## config.mk

```make
export PLATFORM = sky130hd
export DESIGN_NAME = uart_baud_counter_flat
export DESIGN_NICKNAME = d
export VERILOG_FILES = /design/src/rtl/uart_baud_counter_if.sv /design/src/rtl/uart_baud_counter.sv /design/src/flat_wrapper.sv
export SDC_FILE = /design/constraint.sdc
export NUM_CORES = 1
export LEC_CHECK = 0
export ABC_CLOCK_PERIOD_IN_PS = 2050
export BUFFER_PORTS_ARGS = -buffer_cell sky130_fd_sc_hd__buf_4
export CAP_MARGIN = 20
export CELL_PAD_IN_SITES_DETAIL_PLACEMENT = 0
export CELL_PAD_IN_SITES_GLOBAL_PLACEMENT = 1
export CORE_MARGIN = 3
export CORE_UTILIZATION = 37
export CTS_CLUSTER_DIAMETER = 120
export DETAILED_ROUTE_END_ITERATION = 8
export PLACE_DENSITY_LB_ADDON = 0.1
export RECOVER_POWER = 25
export SETUP_SLACK_MARGIN = 0.02
export SYNTH_ARGS = -nofsm -noshare
export SYNTH_HDL_FRONTEND = slang
export SYNTH_SLANG_ARGS = --single-unit
```

## constraint.sdc

```tcl
create_clock -name clk -period 2.05 [get_ports clk]
set_clock_uncertainty 0.05 [all_clocks]
set_input_delay 0.1025 -clock clk [delete_from_list [all_inputs] [get_ports clk]]
set_output_delay 0.1025 -clock clk [all_outputs]
set_load 0.03 [all_outputs]
```

## src/rtl/uart_baud_counter_if.sv

```systemverilog
// Control/status bundle for uart_baud_counter; the frac signal exists only when
// UART_BAUD_COUNTER_FRAC_EN is defined.
interface uart_baud_counter_if #(
  parameter int unsigned WIDTH      = 16,
  parameter int unsigned FRAC_WIDTH = 4
);
  logic [WIDTH-1:0]      divisor;
`ifdef UART_BAUD_COUNTER_FRAC_EN
  logic [FRAC_WIDTH-1:0] frac;
`endif
  logic                  start;
  logic                  half;
  logic                  stop;
  logic [WIDTH-1:0]      count;
  logic                  busy;
  logic                  tick;
  logic                  err;

  if (WIDTH < 2 || FRAC_WIDTH < 1) begin : g_param_check
    $error("uart_baud_counter_if: WIDTH must be >= 2 and FRAC_WIDTH >= 1");
  end

  modport master (
`ifdef UART_BAUD_COUNTER_FRAC_EN
    output frac,
`endif
    output divisor, start, half, stop,
    input  count, busy, tick, err
  );

  modport slave (
`ifdef UART_BAUD_COUNTER_FRAC_EN
    input  frac,
`endif
    input  divisor, start, half, stop,
    output count, busy, tick, err
  );
endinterface

```

## src/rtl/uart_baud_counter.sv

```systemverilog
// Self-reloading UART bit-timing down-counter with half-period first interval and
// divisor error detection. Define UART_BAUD_COUNTER_FRAC_EN for fractional periods.
module uart_baud_counter #(
  parameter int unsigned WIDTH      = 16,
  parameter int unsigned FRAC_WIDTH = 4
) (
  input  logic               clk,
  input  logic               reset_n,
  uart_baud_counter_if.slave bus
);

  typedef enum logic {IDLE, RUN} state_t;

  state_t           state, state_nx;
  logic [WIDTH-1:0] count_q, count_nx;
  logic [WIDTH-1:0] half_div, first_load, reload;
  logic             tick_q, tick_nx;
  logic             err_q, err_nx;

  if (WIDTH < 2 || FRAC_WIDTH < 1) begin : g_param_check
    $error("uart_baud_counter: WIDTH must be >= 2 and FRAC_WIDTH >= 1");
  end

  // Half mode loads max(divisor>>1,1)-1 so the first tick lands mid-bit.
  assign half_div   = bus.divisor >> 1;
  assign first_load = !bus.half        ? bus.divisor - WIDTH'(1) :
                      (half_div == '0) ? '0 : half_div - WIDTH'(1);

`ifdef UART_BAUD_COUNTER_FRAC_EN
  logic [FRAC_WIDTH-1:0] acc_q, acc_nx;
  logic [FRAC_WIDTH:0]   acc_sum;

  assign acc_sum = {1'b0, acc_q} + {1'b0, bus.frac};
  // Accumulator carry stretches this period by one cycle.
  assign reload  = acc_sum[FRAC_WIDTH] ? bus.divisor : bus.divisor - WIDTH'(1);
`else
  assign reload  = bus.divisor - WIDTH'(1);
`endif

  always_comb begin
    state_nx = state;
    count_nx = count_q;
    tick_nx  = 1'b0;
    err_nx   = 1'b0;
`ifdef UART_BAUD_COUNTER_FRAC_EN
    acc_nx   = acc_q;
`endif
    if (bus.stop) begin
      state_nx = IDLE;
      count_nx = '0;
    end else if (bus.start) begin
      if (bus.divisor == '0) begin
        state_nx = IDLE;
        count_nx = '0;
        err_nx   = 1'b1;
      end else begin
        state_nx = RUN;
        count_nx = first_load;
`ifdef UART_BAUD_COUNTER_FRAC_EN
        acc_nx   = '0;
`endif
      end
    end else if (state == RUN) begin
      if (count_q != '0) begin
        count_nx = count_q - WIDTH'(1);
      end else begin
        tick_nx = 1'b1;
        if (bus.divisor == '0) begin
          state_nx = IDLE;
          count_nx = '0;
          err_nx   = 1'b1;
        end else begin
          count_nx = reload;
`ifdef UART_BAUD_COUNTER_FRAC_EN
          acc_nx   = acc_sum[FRAC_WIDTH-1:0];
`endif
        end
      end
    end
  end

  always_ff @(posedge clk or negedge reset_n) begin
    if (!reset_n) begin
      state   <= IDLE;
      count_q <= '0;
      tick_q  <= 1'b0;
      err_q   <= 1'b0;
    end else begin
      state   <= state_nx;
      count_q <= count_nx;
      tick_q  <= tick_nx;
      err_q   <= err_nx;
    end
  end

`ifdef UART_BAUD_COUNTER_FRAC_EN
  always_ff @(posedge clk or negedge reset_n) begin
    if (!reset_n) acc_q <= '0;
    else          acc_q <= acc_nx;
  end
`endif

  assign bus.count = count_q;
  assign bus.busy  = (state == RUN);
  assign bus.tick  = tick_q;
  assign bus.err   = err_q;

endmodule

```

## src/flat_wrapper.sv

```systemverilog
// flat-port wrapper written by rule: the top's interface ports become plain ports
module uart_baud_counter_flat 
#(
  parameter int unsigned WIDTH      = 16,
  parameter int unsigned FRAC_WIDTH = 4
)
  (clk, reset_n, bus_divisor, bus_start, bus_half, bus_stop, bus_count, bus_busy, bus_tick, bus_err);
  uart_baud_counter_if #(.WIDTH(WIDTH), .FRAC_WIDTH(FRAC_WIDTH)) bus_i ();
  input  logic clk;
  input  logic reset_n;
  input wire logic [$bits(bus_i.divisor)-1:0] bus_divisor;
  input wire logic [$bits(bus_i.start)-1:0] bus_start;
  input wire logic [$bits(bus_i.half)-1:0] bus_half;
  input wire logic [$bits(bus_i.stop)-1:0] bus_stop;
  output wire logic [$bits(bus_i.count)-1:0] bus_count;
  output wire logic [$bits(bus_i.busy)-1:0] bus_busy;
  output wire logic [$bits(bus_i.tick)-1:0] bus_tick;
  output wire logic [$bits(bus_i.err)-1:0] bus_err;
  assign bus_i.divisor = bus_divisor;
  assign bus_i.start = bus_start;
  assign bus_i.half = bus_half;
  assign bus_i.stop = bus_stop;
  assign bus_count = bus_i.count;
  assign bus_busy = bus_i.busy;
  assign bus_tick = bus_i.tick;
  assign bus_err = bus_i.err;
  uart_baud_counter #(.WIDTH(WIDTH), .FRAC_WIDTH(FRAC_WIDTH)) u_core (.clk(clk), .reset_n(reset_n), .bus(bus_i));
endmodule
```

# Yosys cells after proc, flatten, opt, wreduce, memory -nomap -nowiden
# Index checks and enable logic that the tools add are counted.
[totals]
elab_cells = 33
regBits = 19
in_bits = 21
output_inout_bits = 19
[classes]
n_addsub = 3
muxes = 22
reduce_logical = 4
[op_table]
columns = ["cell", "count"]
rows = [
  ["16-bit 2-to-1 mux", 8],
  ["16-bit logical NOT", 2],
  ["16-bit by 1-bit subtractor with 16-bit output (second input constant)", 2],
  ["16-bit nonzero test", 1],
  ["15-bit by 1-bit subtractor with 16-bit output (second input constant)", 1],
  ["1-bit 2-to-1 mux", 14],
  ["3-bit nonzero test", 1],
]

# Longest topological paths before layout
[depth]
word_depth = 6
mapped_depth = 9
ltp_nobuf = 7

# Least setup slack after synthesis
# Ideal clock, no wire load.
[synth_timing]
path_type = "flip-flop to flip-flop"
startpoint = "reg u_core.count_q[0], in the netlist u_core.bus.count[0]"
endpoint = "reg u_core.count_q[14], in the netlist u_core.bus.count[14]"
arrival_time_ns = 2.176
synth_period_minus_slack_ns = 2.359
required_ns = 1.867
path_buffers = 1
path_stages_with_launch = 9
setup_slack_ns = -0.309
setup_ns = 0.133
path_cell_list = "dfrtp_1 > inv_1 > ha_1 > nor3b_1 > and4_1 > clkbuf_1 > nor4_1 > a2111oi_0 > o2bb2ai_1"
[synth_via]
elab_chain_len = 5
elab_cells_between_ends = 6
classes_between = "add/sub: 1; mux: 4; reduce/logical: 1"
[synth_rtl]
columns = ["element", "line_no", "text"]
rows = [
  ["from (decl)", "uart_baud_counter.sv:15", "logic [WIDTH-1:0] count_q, count_nx;"],
  ["from (signal assigned)", "uart_baud_counter.sv:90", "count_q <= count_nx;"],
  ["16-bit by 1-bit subtractor with 16-bit output or 16-bit nonzero test (tied branches)", "uart_baud_counter.sv:65, uart_baud_counter.sv:64", ""],
  ["16-bit 2-to-1 mux (*)", "uart_baud_counter.sv:64", "if (count_q != '0) begin"],
  ["16-bit 2-to-1 mux (*)", "uart_baud_counter.sv:63", "end else if (state == RUN) begin"],
  ["16-bit 2-to-1 mux (*)", "uart_baud_counter.sv:51", "end else if (bus.start) begin"],
  ["16-bit 2-to-1 mux (*)", "uart_baud_counter.sv:48", "if (bus.stop) begin"],
]
# Every way passes the cells marked *; elsewhere a longest branch is shown, timed or not. The select of a mux whose other input is x is not followed.
# A chain may end at the register's enable or synchronous reset.

# Worst setup path in the final report
[layout_timing]
startpoint = "reg u_core.count_q[1], in the netlist u_core.bus.count[1]"
endpoint = "reg u_core.count_q[5], in the netlist u_core.bus.count[5]"
# The elaborated chain is that of the path after synthesis.

==> impl_metrics.csv <==
group,metric,value,unit
outcome,status,"completed",
power_and_ir_drop,seq_power_share,0.272,
routing,routed_wirelength,8343,microns
power_and_ir_drop,switchingPower,657.1,uW
die,rows,28,
sta,period_minus_slack,1.998,ns
synthesis,synth_edf_count,0,
die,io_pins,40,
routing,drtIter0Drc,167,
setup_path,critical_path.top_delay_family,"simple AND/OR/NAND/NOR gates",
place,post-place-ws,-0.2462,ns
clock_network,cts_buffer_depth,2,
synthesis,yosysWarnings,0,
layout,final_layout_size_suffix_gt1_frac,0.4070,
power_and_ir_drop,internal-power,970.3,uW
setup_path,cp_data_required_time,2.20,ns
setup_path,path_buf_inv,2,
power_and_ir_drop,clock_power_share,0.170,
sta,fmax,500.5,MHz
routing,vias,2668,
grt,grt_pass1_vias,2553,
worst_hold_path,holdCritPathClass,"primary input to register",
place,dpl.cell_count,459,
clock_network,clockRootBuffer,"clkbuf_8",
place,dpl_cell_area,3163,sq um
sta,rsz0062_at_grt,"yes",
layout,num_antenna_cells,0,
synthesis,synthCells,303,
sta,finalWorstSetupSlack,0.05210,ns
sta,tns,0,ns
clock_network,cts.clk_slew.worst_paths,0.08,ns
setup_path,reg2reg_to,"u_core.bus.count[5]",
setup_path,r2r_slack,0.05,ns
place,globalplace.congestion,0.8986,
setup_path,r2r_cells,8,
place,dp.final_hpwl,6606,microns
synthesis,synth_cell_type_count,56,
synthesis,yosysSeqAreaShare,0.2065,
clock_network,cts_tree,"built",
power_and_ir_drop,combPwrFrac,0.558,
setup_path,slowest_delay,0.41,ns
sta,setup_viol,0,
die,die_h,84.88,microns
grt,track_usage,0.2295,
layout,stdcell_count,473,
sta,max-slew-margin-rel,0.3042,
synthesis,synth_area_per_cell,7.598,sq um
die,fp.dieW,84.88,microns
setup_path,cp-endpoint,"u_core.bus.count[5]",
setup_path,path_cells,"inv_2 -> ha_4 -> nor3b_4 -> nand4_1 -> buf_6 -> or3_4 -> a21oi_2 -> a221o_1",
layout,fillers,590,
sta,maxSlewViolCount,0,
setup_path,worst_setup_path_end_kind,"register",
grt,antenna_found_initial,0,
setup_path,crit_start,"u_core.bus.count[1]",
synthesis,syn_nets,329,
synthesis,async_reset_ff_frac,1.000,
clock_network,cts_sinks,19,
sta,hold_viol_final,0,
routing,drc,0,
setup_path,slowest_stage,"dfrtp_2",
setup_path,path_class,"register to register",
clock_network,cts_inserted_buffers,3,
routing,drtPass1Iterations,7,
routing,viasPerCell,5.641,
layout,final_nets,425,
clock_network,worst_skew_pair.late_latency,0.26,ns
setup_path,start_kind,"register",
sta,timing.final.crit_share,0.9746,
die,core_area,5991,sq um
layout,fin_util,0.5654,
place,io_buffers,39,
setup_path,critical_path.max_fanout,9,
synthesis,synth_area,2302,sq um
run,drv_cap,0,
routing,wl_per_cell,17.64,microns
power_and_ir_drop,sw_frac_of_total,0.4038,
setup_path,worst-endpoint-arrival,2.14,ns
die,dieArea,7205,sq um
layout,area_delta_synth_final,47.12,%
power_and_ir_drop,power_density,480.5,nW/um^2
synthesis,synth-seq-cells,19,
clock_network,htreeDepth,1,
grt,gr-total-overflow,0,
setup_path,r2r-start,"u_core.bus.count[1]",
power_and_ir_drop,irDropWorstVdd,0.3546,mV
layout,stdcell_area,3387,sq um
synthesis,synthFlopType,"dfrtp_1",
setup_path,path_depth,8,
sta,worst_pin_slew,1.044,ns
power_and_ir_drop,leakage,0.001407,uW
grt,grt_pass1_wl,13530,microns
routing,route.antenna.remaining_nets,0,
die,start_util,0.3843,
grt,grt_max_degree,20,
-- stage by stage --
stage               hold WS, ns  power (uW)
floorplan               -0.2431       926.9
detailed placement     -0.05686        1259
finish                  0.09861        1627
global placement       -0.05578        1258
CTS                     0.09831        1550
global route            0.08921        1717
-- flip-flops by register name, summed over array words and instances, names as in the netlist --
register          cells
u_core.bus.busy       1
u_core.bus.count     16
u_core.bus.tick       1
u_core.bus.err        1
-- kinds of logic (layout without fill, tap and decap cells) --
group,Yosys count,count (layout),share of synthesized area
and+or+nand+nor,132,132,0.3255
buffers and inverters,37,132,0.06956
xor gates and xnor gates,24,24,0.09130
adders and majority gates,5,5,0.02717
AOI/OAI and AO/OA,82,82,0.2609
muxes,4,4,0.01902
DFF,19,19,0.2065
-- timing repair --
action                                  in CTS  in global routing
hold buffers                                 1                  0
endpoints found under the setup margin       5                 12
resized for setup                            4                 23
endpoints found under the hold margin       19                  0
pin swaps                                    1                  7
buffers inserted                             2                  7
-- per-layer routing --
metal,routed length [microns],vias up,GRT usage
met3,335,6,0.01650
met4,85,0,0.04317
met2,3979,71,0.3872
met5,0,-,0
met1,3942,1245,0.3252
li1,-,1346,-
-- cell type report --
type	instances	area, sq um	share of cell area
multi-input combinational	247	1824	0.5386
timing repair buffer	118	899.6	0.2656
sequential	19	480.5	0.1419
tap	75	93.84	0.02771
clock buffer	4	45.04	0.01330
inverter	10	43.79	0.01293
-- worst min-delay path by stage --
stage | startpoint | endpoint | slack [ns] | depth (start not counted)
3_3_place_gp | reset_n | u_core.bus.count[5] | -0.06 | 1
3_5_place_dp | reset_n | u_core.bus.count[5] | -0.06 | 1
5_1_grt | bus_stop | u_core.bus.busy | 0.09 | 2
2_1_floorplan | reset_n | u_core.bus.busy | -0.24 | 0
6_report | bus_stop | u_core.bus.count[3] | 0.1 | 2
4_1_cts | bus_stop | u_core.bus.err | 0.1 | 2
-- cell usage after synthesis, drive strengths merged, types with 2 or more instances --
cell type | count | share of area
nand4 | 4 | 0.011
a31oi | 2 | 0.0054
nor4b | 2 | 0.0076
a21oi | 15 | 0.033
nand2b | 2 | 0.0054
xnor2 | 14 | 0.053
nor2 | 23 | 0.039
a221o | 3 | 0.013
o2bb2ai | 2 | 0.0076
a21boi | 2 | 0.0065
o211ai | 5 | 0.016
or4 | 7 | 0.024
nor3b | 4 | 0.013
nor3 | 26 | 0.057
o41ai | 3 | 0.028
a221oi | 3 | 0.011
inv | 10 | 0.016
ha | 5 | 0.027
a211o | 2 | 0.0076
a2111oi | 3 | 0.011
o21a | 3 | 0.0098
o21ai | 16 | 0.035
nand4b | 4 | 0.015
o22ai | 6 | 0.016
or3 | 6 | 0.016
nor4 | 15 | 0.047
buf | 7 | 0.021
a211oi | 5 | 0.016
o31ai | 4 | 0.013
mux2 | 3 | 0.015
xor2 | 10 | 0.038
dfrtp | 19 | 0.21
clkbuf | 20 | 0.033
o31a | 2 | 0.0076
and2 | 2 | 0.0054
nand2 | 16 | 0.026
or3b | 2 | 0.0076
nand3 | 12 | 0.026
or2 | 3 | 0.0082
-- worst register-to-register path, delay by kind of cell, from the launching register on --
| family | cells | cell delay, ns |
|---|---|---|
| flops | 1 | 0.41 |
| buf+inv | 2 | 0.26 |
| simple gates | 3 | 0.77 |
| compound gates | 2 | 0.30 |
| fa+ha+maj | 1 | 0.15 |
-- placed cells by master, fill, tap and decap left out, types with 5 or more instances in the layout --
cell type | synthesis | layout
nand3_1 | 12 | 11
nor3_1 | 26 | 23
nand2_1 | 16 | 16
a21oi_1 | 15 | 13
nor2_1 | 22 | 21
xnor2_1 | 14 | 14
inv_1 | 10 | 6
o22ai_1 | 6 | 6
dfrtp_1 | 19 | 15
o211ai_1 | 5 | 5
xor2_1 | 10 | 10
or3_1 | 6 | 5
a211oi_1 | 5 | 5
or4_1 | 6 | 6
nor4_1 | 14 | 11
buf_4 | 0 | 112
o21ai_0 | 15 | 12
-- power groups by stage --
stage | clock, uW | combinational [uW] | sequential [uW]
6_report | 276 | 909 | 443
5_1_grt | 293 | 977 | 447
2_1_floorplan | 0 | 408 | 519
3_3_place_gp | 0 | 810 | 448
3_5_place_dp | 0 | 811 | 449
4_1_cts | 268 | 840 | 442
No activity file was read; power rests on OpenSTA's default activity.
